--- src/rtl/dds_phase_accumulator.sv ---
// Phase accumulator for the DDS core: produces the waveform ROM read address each clock,
// with a handshaked frequency control word applied immediately or phase-continuously at wrap.
module dds_phase_accumulator #(
    parameter int unsigned ACC_W  = 32,
    parameter int unsigned ADDR_W = 12
) (
    input  logic              clk,
    input  logic              rst_n,
    input  logic              en,
    input  logic [ACC_W-1:0]  fcw_in,
    input  logic              fcw_valid,
    input  logic              fcw_sync,
    output logic              fcw_ready,
    input  logic [ADDR_W-1:0] phase_ofs,
    input  logic              phase_clr,
    output logic [ADDR_W-1:0] raddr,
    output logic              addr_valid,
    output logic              dout_valid,
    output logic              wrap
);

    typedef enum logic [0:0] {StReady, StPending} fcw_state_e;

    fcw_state_e        state_q, state_d;
    logic [ACC_W-1:0]  acc_q, acc_d;
    logic [ACC_W-1:0]  fcw_active_q, fcw_active_d;
    logic [ACC_W-1:0]  shadow_q, shadow_d;
    logic              sync_q, sync_d;
    logic [ADDR_W-1:0] raddr_q, raddr_d;
    logic              addr_valid_q, addr_valid_d;
    logic              dout_valid_q;
    logic              wrap_q, wrap_d;

    logic [ACC_W-1:0]  acc_sum;
    logic              carry;
    logic              ready_st;

    // Accumulator step and address generation; clear wins over enable.
    always_comb begin
        {carry, acc_sum} = {1'b0, acc_q} + {1'b0, fcw_active_q};
        acc_d        = acc_q;
        raddr_d      = raddr_q;
        wrap_d       = 1'b0;
        addr_valid_d = 1'b0;
        if (phase_clr) begin
            acc_d        = '0;
            raddr_d      = phase_ofs;
            addr_valid_d = 1'b1;
        end else if (en) begin
            acc_d        = acc_sum;
            wrap_d       = carry;
            raddr_d      = acc_sum[ACC_W-1 -: ADDR_W] + phase_ofs;
            addr_valid_d = 1'b1;
        end
    end

    // FCW handshake: accept into shadow, then apply now or at the next wrap / clear.
    always_comb begin
        state_d      = state_q;
        shadow_d     = shadow_q;
        sync_d       = sync_q;
        fcw_active_d = fcw_active_q;
        ready_st     = 1'b0;
        unique case (state_q)
            StReady: begin
                ready_st = 1'b1;
                if (fcw_valid) begin
                    shadow_d = fcw_in;
                    sync_d   = fcw_sync;
                    state_d  = StPending;
                end
            end
            StPending: begin
                // The wrapping step itself still uses the old word.
                if (!sync_q || phase_clr || (en && carry)) begin
                    fcw_active_d = shadow_q;
                    state_d      = StReady;
                end
            end
            default: state_d = StReady;
        endcase
    end

    // Ready is held low while reset is asserted so nothing can be offered during reset.
    assign fcw_ready = ready_st & rst_n;

    // State registers with synchronous active-low reset.
    always_ff @(posedge clk) begin
        if (!rst_n) begin
            state_q      <= StReady;
            acc_q        <= '0;
            fcw_active_q <= '0;
            shadow_q     <= '0;
            sync_q       <= 1'b0;
            raddr_q      <= '0;
            addr_valid_q <= 1'b0;
            dout_valid_q <= 1'b0;
            wrap_q       <= 1'b0;
        end else begin
            state_q      <= state_d;
            acc_q        <= acc_d;
            fcw_active_q <= fcw_active_d;
            shadow_q     <= shadow_d;
            sync_q       <= sync_d;
            raddr_q      <= raddr_d;
            addr_valid_q <= addr_valid_d;
            dout_valid_q <= addr_valid_q;
            wrap_q       <= wrap_d;
        end
    end

    assign raddr      = raddr_q;
    assign addr_valid = addr_valid_q;
    assign dout_valid = dout_valid_q;
    assign wrap       = wrap_q;

endmodule

--- config.mk ---
export PLATFORM = sky130hd
export DESIGN_NAME = dds_phase_accumulator
export DESIGN_NICKNAME = d
export VERILOG_FILES = /design/src/rtl/dds_phase_accumulator.sv
export SDC_FILE = /design/constraint.sdc
export NUM_CORES = 1
export LEC_CHECK = 0
export ABC_AREA = 1
export BUFFER_PORTS_ARGS = -buffer_cell sky130_fd_sc_hd__buf_2
export CAP_MARGIN = 15
export CORE_ASPECT_RATIO = 1.1
export CORE_MARGIN = 1.5
export CORE_UTILIZATION = 56
export DETAILED_ROUTE_END_ITERATION = 8
export PLACE_DENSITY = 0.76
export SLEW_MARGIN = 10
export SYNTH_ARGS = -nofsm -noshare
export SYNTH_HDL_FRONTEND = slang
export SYNTH_SLANG_ARGS = --single-unit
--- constraint.sdc ---
create_clock -name clk -period 4.89 [get_ports clk]
set_input_delay 0.489 -clock clk [delete_from_list [all_inputs] [get_ports clk]]
set_output_delay 0.489 -clock clk [all_outputs]
set_load 0.01 [all_outputs]
==> run metrics <==
CTS Sinks between 100 and 150; cell area after synthesis ~6700 µm²; most common cell after layout, fill and taps aside nor2_1; crit path time final 3680 ps; critical path peak fanout 6; Num CTS Buffers 17; Worst Clk Skew 16.5 ps; setup violators final 0; Synth area leaders dfxtp_1 (34%), nor2_1 (13%), nand2_1 (11%), ha_1 (8.2%), inv_1 (5.9%); total negative setup slack 0 ps; Post-CTS Hold Buffers 0; max_slew headroom 0.300; static leakage between 3 and 4 nW; warnings from Yosys 0; clk_lat worst skew 420 ps; reg2reg start fcw_active_q[0]$_SDFFE_PN0P_; initial antenna violation count 0; port bufs 65; RD Place Congestion around 0.93; Setup crit end kind flop; root buf cell clkbuf_16; top-area cell type share of the netlist area 0.336; ANT nets after route 0; worst slack at placement 1360 ps; Worst setup SP type flop; setup bufs post-CTS 0; Die ar. 12,700 µm²; PostCTS Resize Cnt 0; Hold Vio Cnt, Final 0; worst-margin pin slew 1050 ps; critical path class reg -> reg; nets approximately 1,200; post-synthesis sequential area ratio 0.336; Die Span X 107 µm; WP depth 19; Syn Inst Count between 1,000 and 1,500; cell mode on critical path nand2_1; Total GRT Usage 0.275; worst-path cell chain ha_1 > inv_1 > fa_1 > o21ai_2 > a21boi_0 > o21bai_1 > nand2_1 > nand2_1 > nand2_1 > nand3_1 > nand2_1 > ha_1 > nand3_1 > nand3_1 > a21oi_1 > o21ai_0 > xor2_1 > nand2_1 > a31oi_1; drt pass-1 iters 5; Placeable Area 11,600 µm²; clk buf depth 2; Initial DRC Count 360; Clock transition at path regs 50 ps; Slew Viols, Final 0; Vias 6,343; vias in the first global route 5,940; fmax roughly 270 MHz; most frequent cells in the layout nor2_1 (237), nand2_1 (192), dfxtp_1 (113); Avg WL per Cell between 10 and 15 µm; Worst EP required 5170 ps; Final Worst Setup Slack roughly 1200 ps; RSZ-0062 raised after global routing no; DR DRC count 0; syn_area_per_cell roughly 6.7 µm²; Synthesized Nets between 1,000 and 1,500; Crit path max-delay family compound AO/OA/AOI/OAI gates; r2r setup slk 1210 ps; Seq cells post-synth 113; Area Growth Syn to Fin 14.9%; # Max-Cap Violations 0; share of layout cells above drive strength 1 0.101; TritonCTS clock tree yes; first-pass GRT wire length 27.7 mm; R2R depth 19; row cnt 41; n_diodes 0; pin count of the biggest net entering global routing 71; global route total overflow 0; status complete, no violations; CP max stage delay 410 ps; final worst-path cycle share 0.753; Via density 5.18; Yosys top cell by area dfxtp_1; CP endpoint raddr[9]$_SDFFE_PN0P_; Slowest-stage cell, CP fa_1; Clock H-tree levels 4; CP Buf/Inv Count 1; r2r endpoint raddr[9]$_SDFFE_PN0P_; Synth cell types 36; Max VDD drop 0.242 mV; HPWL Detailed 11.9 mm; Starting Density 0.580; IO Count 66; DIE HEIGHT 118 µm; total wire length 16.4 mm; Critical path origin fcw_active_q[0]$_SDFFE_PN0P_; HP Class in -> reg; Fin Hold WS 316 ps; CP Data Arrival Time 3960 ps; Power Density 362 nW/µm²
[cells in the mapped netlist]
master,number
nor2_1,237
nand2_1,192
dfxtp_1,113
inv_1,105
o21ai_0,77
a21oi_1,47
ha_1,44
nand3_1,32
nand3b_1,31
clkbuf_1,27
xor2_1,14
a31oi_1,12
xnor2_1,11
o21bai_1,9
nor3_1,8
buf_1,5
a21boi_0,4
a21o_1,4
nand4_1,4
o2111ai_1,4
a211oi_1,3
buf_2,3
buf_6,3
o211ai_1,3
a21oi_2,2
fa_1,2
nand2_2,2
o21ai_1,2
o21ai_2,2
or2_2,2
a21oi_4,1
and2_1,1
nor2_2,1
nor3b_1,1
nor4_1,1
o21a_1,1
[where the power goes]
part / internal [W] / switching, W / total [W]
clock network: 0.000860 / 0.000429 / 0.00129
registers: 0.000992 / 0.0000442 / 0.00104
logic: 0.000182 / 0.000287 / 0.000468
total: 0.00203 / 0.000760 / 0.00279
[sequential cells by signal, indices dropped and copies added, names as in the netlist]
name	flops
state_q	1
sync_q	1
wrap	1
fcw_active_q	32
shadow_q	32
raddr	12
addr_valid	1
dout_valid	1
acc_q	32
[worst min-delay path, delay by kind of cell]
kind | cells | cell delay, ps
and+or+nand+nor | 1 | 70
buffers and inverters | 1 | 70
AOI/OAI and AO/OA | 1 | 70
[worst min-delay path by stage]
stage	startpoint	to	slack, ps	cells after the start
detailed placement	addr_valid$_SDFF_PN0_	dout_valid$_SDFF_PN0_	430	2
floorplan	shadow_q[30]$_SDFFE_PN0P_	shadow_q[30]$_SDFFE_PN0P_	430	2
CTS	fcw_in[0]	shadow_q[0]$_SDFFE_PN0P_	310	3
finish	fcw_in[10]	shadow_q[10]$_SDFFE_PN0P_	320	3
global route	fcw_in[0]	shadow_q[0]$_SDFFE_PN0P_	320	3
global placement	addr_valid$_SDFF_PN0_	dout_valid$_SDFF_PN0_	420	2
[cell families after synthesis]
| group | after synthesis | share of synthesized area |
|---|---|---|
| AND/OR/NAND/NOR | 512 | 0.315 |
| adder cells (fa/ha/maj) | 46 | 0.0878 |
| AO/OA/AOI/OAI | 171 | 0.145 |
| buffers and inverters | 143 | 0.0837 |
| flip-flops | 113 | 0.336 |
| XOR/XNOR | 25 | 0.0326 |
[routing by layer]
layer / track usage / share of wire / wire length [µm]
met1: 0.372 / 0.49 / 7970
met2: 0.428 / 0.44 / 7160
met3: 0.0653 / 0.063 / 1030
met4: 0.0905 / 0.014 / 236
met5: 0 / 0 / 0
[layout make-up]
class,instances,area (µm²)
clock buffers,21,450
clock inverters,10,160
fillers,1101,3870
inverters,105,394
multi-input cells,754,3900
flip-flops and latches,113,2260
well taps,150,188
repair buffers,71,370
[per-stage QoR]
stage | utilization | area (µm²) | instances | power, W
2_1_floorplan | - | 6730 | 1010 | 0.00139
3_3_place_gp | 0.614 | 7120 | 1193 | 0.00151
5_1_grt | 0.666 | 7730 | 1224 | 0.00293
4_1_cts | 0.666 | 7730 | 1224 | 0.00281
6_report | 0.666 | 7730 | 1224 | 0.00279
3_5_place_dp | 0.614 | 7120 | 1193 | 0.00151
(Power assumes the default switching activity.)
